==> src/rtl/imem_pkg.sv <==
// Shared definitions for the instruction memory loader.
//   imem_state_e : controller states (CLEAR, IDLE, LOAD)
//   NOP          : word written to every location while clearing (all zeros)
//   ea_width()   : width of the fetch effective-address arithmetic; one bit
//                  wider than offset + bank terms so the sum never wraps
package imem_pkg;

   typedef enum logic [1:0] {
      CLEAR = 2'd0,
      IDLE  = 2'd1,
      LOAD  = 2'd2
   } imem_state_e;

   localparam int unsigned NOP = 0;

   function automatic int ea_width(input int addr_w, input int bank_w);
      return addr_w + bank_w + 1;
   endfunction

endpackage

==> src/rtl/imem_sdp_ram.sv <==
// Simple dual-port word store: one write port, one registered read port.
//   i_clock, i_reset_n : clock, synchronous active-low reset (read register only)
//   i_we/i_waddr/i_wdata : write port
//   i_re/i_raddr         : read request; o_rdata updates on the next edge and
//                          holds between reads
//   i_rclr               : with i_re, loads zero instead of a stored word (used
//                          for out-of-range fetches)
module imem_sdp_ram #(
   parameter int WIDTH = 32,
   parameter int DEPTH = 128,
   parameter int AW    = 7
) (
   input  logic             i_clock,
   input  logic             i_reset_n,
   input  logic             i_we,
   input  logic [AW-1:0]    i_waddr,
   input  logic [WIDTH-1:0] i_wdata,
   input  logic             i_re,
   input  logic             i_rclr,
   input  logic [AW-1:0]    i_raddr,
   output logic [WIDTH-1:0] o_rdata
);

   logic [WIDTH-1:0] r_mem [DEPTH];
   logic [WIDTH-1:0] r_rdata;

   always_ff @(posedge i_clock) begin
      if (i_we) begin
         r_mem[i_waddr] <= i_wdata;
      end
   end

   always_ff @(posedge i_clock) begin
      if (!i_reset_n) begin
         r_rdata <= '0;
      end else if (i_re) begin
         r_rdata <= i_rclr ? '0 : r_mem[i_raddr];
      end
   end

   assign o_rdata = r_rdata;

endmodule

==> src/rtl/instruction_memory_loader.sv <==
// Banked instruction store for the fetch stage, loaded at run time.
// After reset every word is cleared to NOP, then programs are streamed in via
// the load handshake and fetched per bank with a one-cycle registered read.
//   i_clock, i_reset_n       : clock, synchronous active-low reset
//   i_load_start/i_load_addr : open a load at a word index (IDLE only)
//   i_load_valid/i_load_last/i_load_data : load stream; o_load_ready high in LOAD
//   o_load_done              : pulse after the terminating load write
//   i_fetch_req/i_fetch_addr/i_bank_sel : fetch (IDLE only), offset within bank
//   o_instr/o_instr_valid    : fetched word (holds) and its one-cycle strobe
//   o_addr_err               : pulse for an out-of-range fetch or load
//   o_busy                   : high while clearing or loading
//   o_parity_err             : only when IMEM_PARITY_EN is defined; pulses with
//                              o_instr_valid if the stored even parity mismatches
//
// State table
//   state | meaning
//   CLEAR | writing NOP to word r_clr_cnt, one word per cycle
//   IDLE  | serving fetches, accepting load_start
//   LOAD  | writing streamed words at r_wptr
module instruction_memory_loader
   import imem_pkg::*;
#(
   parameter int DATA_W     = 32,
   parameter int ADDR_W     = 10,
   parameter int DEPTH      = 128,
   parameter int BANK_WORDS = 16,
   parameter int BANK_W     = 2
) (
   input  logic              i_clock,
   input  logic              i_reset_n,
   input  logic              i_load_start,
   input  logic [ADDR_W-1:0] i_load_addr,
   input  logic              i_load_valid,
   input  logic              i_load_last,
   input  logic [DATA_W-1:0] i_load_data,
   output logic              o_load_ready,
   output logic              o_load_done,
   input  logic              i_fetch_req,
   input  logic [ADDR_W-1:0] i_fetch_addr,
   input  logic [BANK_W-1:0] i_bank_sel,
   output logic [DATA_W-1:0] o_instr,
   output logic              o_instr_valid,
   output logic              o_addr_err,
`ifdef IMEM_PARITY_EN
   output logic              o_parity_err,
`endif
   output logic              o_busy
);

   localparam int EA_W   = ea_width(ADDR_W, BANK_W);
   localparam int RAM_AW = $clog2(DEPTH);
`ifdef IMEM_PARITY_EN
   localparam int WORD_W = DATA_W + 1;
`else
   localparam int WORD_W = DATA_W;
`endif
   localparam logic [EA_W-1:0]   DEPTH_EA  = EA_W'(DEPTH);
   localparam logic [RAM_AW-1:0] LAST_WORD = RAM_AW'(DEPTH - 1);

   imem_state_e       r_state;
   logic [RAM_AW-1:0] r_clr_cnt;
   logic [RAM_AW-1:0] r_wptr;
   logic              r_instr_valid;
   logic              r_fetch_oor;
   logic              r_load_ready;
   logic              r_load_done;
   logic              r_addr_err;
   logic              r_busy;

   logic [EA_W-1:0]   w_ea;
   logic              w_fetch_in_range;
   logic              w_load_in_range;
   logic              w_fetch;
   logic              w_we;
   logic [RAM_AW-1:0] w_waddr;
   logic [WORD_W-1:0] w_wdata;
   logic [WORD_W-1:0] w_load_word;
   logic [WORD_W-1:0] w_rdata;

   // Effective address is formed wide enough that a large offset in a high
   // bank is reported as out of range instead of aliasing into low memory.
   assign w_ea             = EA_W'(i_fetch_addr) + EA_W'(i_bank_sel) * EA_W'(BANK_WORDS);
   assign w_fetch_in_range = (w_ea < DEPTH_EA);
   assign w_load_in_range  = (EA_W'(i_load_addr) < DEPTH_EA);
   assign w_fetch          = i_reset_n && (r_state == IDLE) && i_fetch_req;

`ifdef IMEM_PARITY_EN
   assign w_load_word = {^i_load_data, i_load_data};
`else
   assign w_load_word = i_load_data;
`endif

   assign w_we    = i_reset_n && ((r_state == CLEAR) || ((r_state == LOAD) && i_load_valid));
   assign w_waddr = (r_state == CLEAR) ? r_clr_cnt : r_wptr;
   assign w_wdata = (r_state == CLEAR) ? WORD_W'(NOP) : w_load_word;

   imem_sdp_ram #(
      .WIDTH (WORD_W),
      .DEPTH (DEPTH),
      .AW    (RAM_AW)
   ) u_ram (
      .i_clock   (i_clock),
      .i_reset_n (i_reset_n),
      .i_we      (w_we),
      .i_waddr   (w_waddr),
      .i_wdata   (w_wdata),
      .i_re      (w_fetch),
      .i_rclr    (!w_fetch_in_range),
      .i_raddr   (w_ea[RAM_AW-1:0]),
      .o_rdata   (w_rdata)
   );

   always_ff @(posedge i_clock) begin
      if (!i_reset_n) begin
         r_state       <= CLEAR;
         r_clr_cnt     <= '0;
         r_wptr        <= '0;
         r_instr_valid <= 1'b0;
         r_fetch_oor   <= 1'b0;
         r_load_ready  <= 1'b0;
         r_load_done   <= 1'b0;
         r_addr_err    <= 1'b0;
         r_busy        <= 1'b1;
      end else begin
         r_instr_valid <= 1'b0;
         r_fetch_oor   <= 1'b0;
         r_load_done   <= 1'b0;
         r_addr_err    <= 1'b0;
         case (r_state)
            CLEAR: begin
               r_clr_cnt <= r_clr_cnt + RAM_AW'(1);
               if (r_clr_cnt == LAST_WORD) begin
                  r_state <= IDLE;
                  r_busy  <= 1'b0;
               end
            end
            IDLE: begin
               if (i_fetch_req) begin
                  r_instr_valid <= 1'b1;
                  r_fetch_oor   <= !w_fetch_in_range;
                  if (!w_fetch_in_range) begin
                     r_addr_err <= 1'b1;
                  end
               end
               if (i_load_start) begin
                  if (w_load_in_range) begin
                     r_state      <= LOAD;
                     r_wptr       <= i_load_addr[RAM_AW-1:0];
                     r_load_ready <= 1'b1;
                     r_busy       <= 1'b1;
                  end else begin
                     r_addr_err <= 1'b1;
                  end
               end
            end
            LOAD: begin
               if (i_load_valid) begin
                  r_wptr <= r_wptr + RAM_AW'(1);
                  // The top word ends the load even without load_last so the
                  // pointer never wraps onto word 0.
                  if (i_load_last || (r_wptr == LAST_WORD)) begin
                     r_state      <= IDLE;
                     r_load_ready <= 1'b0;
                     r_busy       <= 1'b0;
                     r_load_done  <= 1'b1;
                     if (!i_load_last) begin
                        r_addr_err <= 1'b1;
                     end
                  end
               end
            end
            default: begin
               r_state      <= CLEAR;
               r_clr_cnt    <= '0;
               r_load_ready <= 1'b0;
               r_busy       <= 1'b1;
            end
         endcase
      end
   end

   assign o_instr       = w_rdata[DATA_W-1:0];
   assign o_instr_valid = r_instr_valid;
   assign o_load_ready  = r_load_ready;
   assign o_load_done   = r_load_done;
   assign o_addr_err    = r_addr_err;
   assign o_busy        = r_busy;

`ifdef IMEM_PARITY_EN
   assign o_parity_err = r_instr_valid && !r_fetch_oor &&
                         ((^w_rdata[DATA_W-1:0]) != w_rdata[DATA_W]);
`endif

endmodule
==> config.mk <==
export PLATFORM = sky130hd
export DESIGN_NAME = instruction_memory_loader
export DESIGN_NICKNAME = d
export VERILOG_FILES = /design/src/rtl/imem_pkg.sv /design/src/rtl/imem_sdp_ram.sv /design/src/rtl/instruction_memory_loader.sv
export SDC_FILE = /design/constraint.sdc
export NUM_CORES = 2
export LEC_CHECK = 0
export ABC_AREA = 1
export BUFFER_PORTS_ARGS = -buffer_cell sky130_fd_sc_hd__buf_4
export CAP_MARGIN = 20
export CELL_PAD_IN_SITES_DETAIL_PLACEMENT = 1
export CELL_PAD_IN_SITES_GLOBAL_PLACEMENT = 1
export CORE_ASPECT_RATIO = 2
export CORE_MARGIN = 5
export CORE_UTILIZATION = 30
export DETAILED_ROUTE_END_ITERATION = 8
export GPL_TIMING_DRIVEN = 0
export PLACE_DENSITY = 0.53
export RECOVER_POWER = 50
export SYNTH_ARGS = -nofsm -noshare
export SYNTH_HDL_FRONTEND = slang
export SYNTH_SLANG_ARGS = --single-unit
==> constraint.sdc <==
create_clock -name i_clock -period 5.21 [get_ports i_clock]
set_input_delay 0.2605 -clock i_clock [delete_from_list [all_inputs] [get_ports i_clock]]
set_output_delay 0.2605 -clock i_clock [all_outputs]
set_load 0.05 [all_outputs]
# Yosys cells after proc, flatten, opt, wreduce, memory -nomap -nowiden
# Memory sizes are Yosys's and may differ from the RTL's.
# Index checks and enable logic that the tools add are counted.
# totals
reg_bits,53
ram_bits,4096
in_bits,60
output_inout_bits,37
word_cells,72
memories,1
# classes
addsub,3
n_lt_le_gt_ge,2
n_eq_ne,9
mux,33
bitwise_logic,1
n_reduce_logical,14
# memory_table
name,words,width,read_ports,rd_ports_with_merged_regs,write_ports,line_no,rtl
u_ram.r_mem,128,32,1,0,1,imem_sdp_ram.sv:24,logic [WIDTH-1:0] r_mem [DEPTH];
# op_table
operator,count
$mux W32,2
$mux W7,4
$pmux W7 S2,2
$mux W1,16
$add A7 B1 Y7 const B,2
$eq A7 B7 Y1 const B,2
$add A10 B6 Y11,1
$lt A11 B8 Y1 const B,1
$lt A10 B8 Y1 const B,1
$mux W2,5
$reduce_and A5 Y1,2
$ne A2 B2 Y1 const B,3
$pmux W1 S3,2
$pmux W2 S3,1
$logic_and A1 B1 Y1,4
$ne A2 B1 Y1 const B,2
$reduce_and A4 Y1,1
$reduce_and A3 Y1,1
$eq A2 B1 Y1 const B,1
$eq A2 B2 Y1 const B,1
$logic_not A2 Y1,1
$logic_or A1 B1 Y1,2
$pmux W1 S2,1
$reduce_and A2 Y1,1
3 further kinds,3

# Logic depth before layout (Yosys ltp)
# depth
depth_word,7
mapped_depth,15
mapped_depth_nobuf,12

# Modules after synthesis
# A second synthesis with hierarchy kept.
# hier_totals
hier_cells,13777
hier_area_um2,167131.5
# modules_own_cells
module,n_inst,cells_per_inst,area_per_inst_um2,seq_area_each_um2
imem_sdp_ram,1,13497,165526.3,123638.6
instruction_memory_loader,1,280,1605.3,420.4

# Worst setup path after synthesis
# No wires, ideal clock.
# synth_timing
kind,register -> register
from,register r_state[0]
to,"memory u_ram.r_mem[0][10], data pin"
setup_time_ps,804
arrival_time_ps,3958
t_required_ps,4406
slack_ps,448
stages_incl_launch_ff,6
n_path_buf,2
synth_period_minus_slack_ps,4762
cell_sequence,dfxtp_1 inv_1 ha_1 buf_2 buf_1 nor2_1
# synth_between
elab_chain_cells,2
# synth_rtl
element,line_no,rtl
"start, declared",instruction_memory_loader.sv:60,imem_state_e r_state;
"start signal, assigned",instruction_memory_loader.sv:115,r_state <= CLEAR;
"start signal, assigned",instruction_memory_loader.sv:133,r_state <= IDLE;
"start signal, assigned",instruction_memory_loader.sv:147,r_state <= LOAD;
$logic_not A2 Y1,instruction_memory_loader.sv:95,assign w_wdata = (r_state == CLEAR) ? WORD_W'(NOP) : w_load_word;
$mux W32,instruction_memory_loader.sv:95,
named net u_ram.i_wdata[10],imem_sdp_ram.sv:17,"input logic [WIDTH-1:0] i_wdata,"
"end, declared",imem_sdp_ram.sv:24,
# The timed path passes the listed nets, and every way through them passes these cells.

# Worst setup path in the final report
# layout_timing
from,input i_fetch_addr[1]
to,"register u_ram.r_rdata[15], in the netlist u_ram.o_rdata[15]"
# layout_between
elab_chain_cells,3
elab_cells_between_ends,4
cone_classes,add/sub: 1; order compare: 1; mux: 1; memory: 1
# layout_rtl
element,line_no,rtl
"start, declared",instruction_memory_loader.sv:39,"input logic [ADDR_W-1:0] i_fetch_addr,"
$add A10 B6 Y11 *,instruction_memory_loader.sv:82,assign w_ea = EA_W'(i_fetch_addr) + EA_W'(i_bank_sel) * EA_W'(BANK_WORDS);
$mem_v2 Z128 W32 or $lt A11 B8 Y1 (tied branches),--,
$mux W32 *,imem_sdp_ram.sv:37,r_rdata <= i_rclr ? '0 : r_mem[i_raddr];
"end signal, assigned",imem_sdp_ram.sv:37,
"end, declared",imem_sdp_ram.sv:25,logic [WIDTH-1:0] r_rdata;
# Mark *: on every way between the ends. The rest lies on a longest branch, timed or not.
# A chain may end at the register's enable or synchronous reset.

==> reports/metrics.csv <==
stage,metric,value,unit
finish,Nets,15000,
worst_setup_path,Worst Setup Start Kind,input port,
clocking,setup repair bufs after CTS,0,
routing,post-route DRC violation count,0,
worst_setup_path,worst path cell trace,"buf_4, inv_2, buf_4, clkbuf_1, clkbuf_1, nand3_1, nand3_1, nand3_1, nand2_1, nand2_1, nand3_1, nand3_1, nand3_1, a21oi_1",
finish,fin area,200000,sq um
logic_synthesis,Synth async-reset ratio,0,
sta,Tmin final,5.44,ns
min_path,Hold WC Path Type,in -> reg,
clocking,"Reg clk slew, reported paths",0.07,ns
sta,Worst-Margin Slew,2.90,ns
logic_synthesis,Synth top cells by count,"4688 x nand2_1, 4096 x edfxtp_1, 3830 x nand3_1",
worst_setup_path,Required @ worst endpoint,6.05,ns
worst_setup_path,critical path depth,14,
sta,RSZ-0062 raised after global routing,no,
sta,Fin Hold WS,0.117,ns
logic_synthesis,cell with the most instances after synthesis,nand2_1,
sta,highest clock rate,184,MHz
routing,drt initial violations,14200,
logic_synthesis,sequential-to-total area share from yosys stat,0.741,
sta,final worst slack,-0.233,ns
clocking,clk buf depth,4,
logic_synthesis,Synth Area in Compound Gates,0.00244,
floorplanning,Die Wd,538,microns
worst_setup_path,WP data arrival,6.28,ns
placed_design,dpl cells,21900,
worst_setup_path,Max stage delay on crit path,2.03,ns
finish,Filler cells,60200,
grt,vias in the first global route,124000,
routing,Via Count,127000,
worst_setup_path,crit path buf inv count,5,
floorplanning,Die Y,1070,microns
worst_setup_path,critical path endpoint,u_ram.o_rdata[15]$_SDFFE_PN0P_,
logic_synthesis,Syn Inst Count,14000,
routing,DR WL/cell,43.1,microns
grt,initial antenna violation count,143,
worst_setup_path,Worst setup EP type,flop,
clocking,CTS root buffer,clkbuf_16,
logic_synthesis,XOR/XNOR Fraction of Synth Area,0.000105,
power,Pwr per Cell Area,414,nW/um^2
sta,setup TNS,-1.42,ns
worst_setup_path,worst reg2reg startpoint,r_state[0]$_SDFFE_PN0P_,
clocking,total clock sinks,4149,
sta,clk_skew,0.0939,ns
grt,global-route wire length before repair,1250000,microns
logic_synthesis,Post-Syn Area,167000,sq um
floorplanning,Starting Density,0.300,
worst_setup_path,Worst path slowest cell,clkbuf_1,
clocking,CTS Buf Count,376,
clocking,TritonCTS clock tree,yes,
logic_synthesis,"Top FF cell, synth",edfxtp_1,
worst_setup_path,r2r setup slk,0.08,ns
floorplanning,row count,388,
sta,pins over their slew limit,807,
grt,pin count of the biggest net entering global routing,45,
worst_setup_path,Worst R2R End,u_ram.r_mem[44][3]$_DFFE_PP_,
logic_synthesis,synthesis-stage register bit count,4149,
routing,Final ANT Viol Nets,0,
grt,total grt overflow,0,
floorplanning,Core ar.,557000,sq um
logic_synthesis,adder-cell area share of the yosys netlist,0.000643,
logic_synthesis,post-synth top area share,0.735,
placed_design,I/O Buffers,92,
logic_synthesis,yosys warns,0,
flow_run,Max Cap Viol,42,
logic_synthesis,Post-synth EDFFs,4096,
logic_synthesis,largest cells by area after synthesis,"edfxtp_1 73%, nand3_1 11%, nand2_1 11%, buf_2 1.4%, dfxtp_1 0.63%",
outcome,failing checks,"capacitance limit, slew limit, setup timing",
routing,drt pass-1 iters,6,
logic_synthesis,Yosys cell types,31,
logic_synthesis,Synth area leader,edfxtp_1,
worst_setup_path,FF-to-FF path depth,9,
floorplanning,die area,574000,sq um
logic_synthesis,largest family of logic cells by synthesized area,simple AND/OR/NAND/NOR gates,
worst_setup_path,worst-path maximum fanout,10,
routing,DR vias/cell,5.55,
worst_setup_path,family with the most delay on the worst path,buffers and inverters,
grt,gr usage total,0.331,
placed_design,Detailed Place HPWL,751000,microns
worst_setup_path,Worst Setup SP,i_fetch_addr[1],
placed_design,GPL Wtd Cong,1.01,
clocking,H-tree Lvls,5,
outcome,status,"complete, but fails checks",
floorplanning,I/O Pins,97,
logic_synthesis,mux share of post-synthesis cell area,0,
sta,final-report hold violation count,0,
placed_design,"Cell Area, Placed",188000,sq um
logic_synthesis,Synth Area in Simple Gates,0.224,
power,Max IR drop VDD,0.000391,V
logic_synthesis,syn_area_per_cell,12.0,sq um
finish,fin cells,22800,
power,P_leak,70.7,nW
sta,Final Cycle Share,1.04,
worst_setup_path,most frequent cell on the critical path,nand3_1,
logic_synthesis,syn_nets,14000,
finish,final core occ,0.359,
finish,Layout area overhead,19.4,%
routing,Total Wirelength,985000,microns
sta,Slew HR,-0.943,
finish,share of layout cells above drive strength 1,0.122,
sta,final setup violation count,14,
clocking,Clock Latency Late Sink,1.04,ns
worst_setup_path,Setup CP Type,in -> reg,
tightest hold or removal path: cells and delay by family:
family                 cells  cell delay (ns)
and+or+nand+nor            1             0.04
buffers and inverters      3             0.67
AOI/OAI and AO/OA          2             0.12
flip-flops by register name (all words and copies together) (netlist names):
signal / flops
o_load_ready: 1
u_ram.r_mem: 4096
o_instr_valid: 1
u_ram.o_rdata: 32
r_wptr: 7
o_addr_err: 1
o_busy: 1
r_state: 2
r_clr_cnt: 7
o_load_done: 1
layout by cell type, fill, tap and decap left out, drive strengths merged, types with 2 or more instances in the layout:
master        Yosys  routed
diode             0     156
or2               2       2
clkinvlp          0      17
nor3b             3       3
dlymetal6s2s      0       2
nand3          3830    3830
o22ai             2       2
bufinv            0      38
clkbuf          173     733
dfxtp            53      53
a21oi            41      41
dlygate4sd3       0      51
edfxtp         4096    4096
nor2            192     192
o21ai            25      25
a31oi             5       5
dlymetal6s4s      0       4
nor3              4       4
inv              73      89
clkinv            0     168
buf             751    1203
nand2          4688    4688
ha                7       7
layout make-up:
| cell class | count | area (sq um) | area share |
|---|---|---|---|
| buffer | 924 | 5010 | 0.0250 |
| timing repair buffer | 617 | 9630 | 0.0482 |
| sequential | 4149 | 124000 | 0.620 |
| clock inverter | 239 | 2320 | 0.0116 |
| tap | 7410 | 9270 | 0.0464 |
| multi-input combinational | 8807 | 39100 | 0.195 |
| antenna | 156 | 390 | 0.00195 |
| clock buffer | 452 | 9930 | 0.0497 |
| inverter | 73 | 277 | 0.00138 |
per-layer routing:
layer,vias to the layer above,routed length [microns],GRT usage
met1,66200,306000,0.322
li1,51600,-,-
met3,2453,54300,0.0417
met5,-,116,0
met2,6283,487000,0.576
met4,18,138000,0.369
power by group:
| group | total [mW] | switching, mW | internal [mW] |
|---|---|---|---|
| sequential | 39.5 | 0.125 | 39.3 |
| clock | 29.1 | 13.5 | 15.5 |
| combinational | 14.1 | 11.5 | 2.62 |
worst min path at each step:
| stage | endpoint | from | cells past startpoint |
|---|---|---|---|
| CTS | r_wptr[6]$_SDFFE_PN0P_ | i_load_addr[6] | 6 |
| floorplan | o_load_done$_SDFF_PN0_ | i_load_valid | 2 |
| finish | r_wptr[6]$_SDFFE_PN0P_ | i_load_addr[6] | 6 |
| global route | r_wptr[6]$_SDFFE_PN0P_ | i_load_addr[6] | 6 |
| detailed placement | o_busy$_SDFFE_PN1P_ | o_busy$_SDFFE_PN1P_ | 2 |
| global placement | o_busy$_SDFFE_PN1P_ | o_busy$_SDFFE_PN1P_ | 2 |
logic make-up after synthesis:
logic type / count (synthesis)
simple gates: 8720
flops: 4149
buf+inv: 997
compound gates: 77
fa+ha+maj: 8
xor+xnor: 2
through the flow:
stage	setup WS [ns]	power, mW
3_5_place_dp	0.0901	54.4
6_report	-0.233	82.7
3_3_place_gp	-10.65	53.6
5_1_grt	0.122	83.9
2_1_floorplan	0.448	44.8
4_1_cts	0.427	82.9
repair_timing:
action	4_1_cts	5_1_grt
gates resized for setup	0	0
hold buffers	51	0
hold endpoints to repair	962	0
No activity file was read; power rests on OpenSTA's default activity.
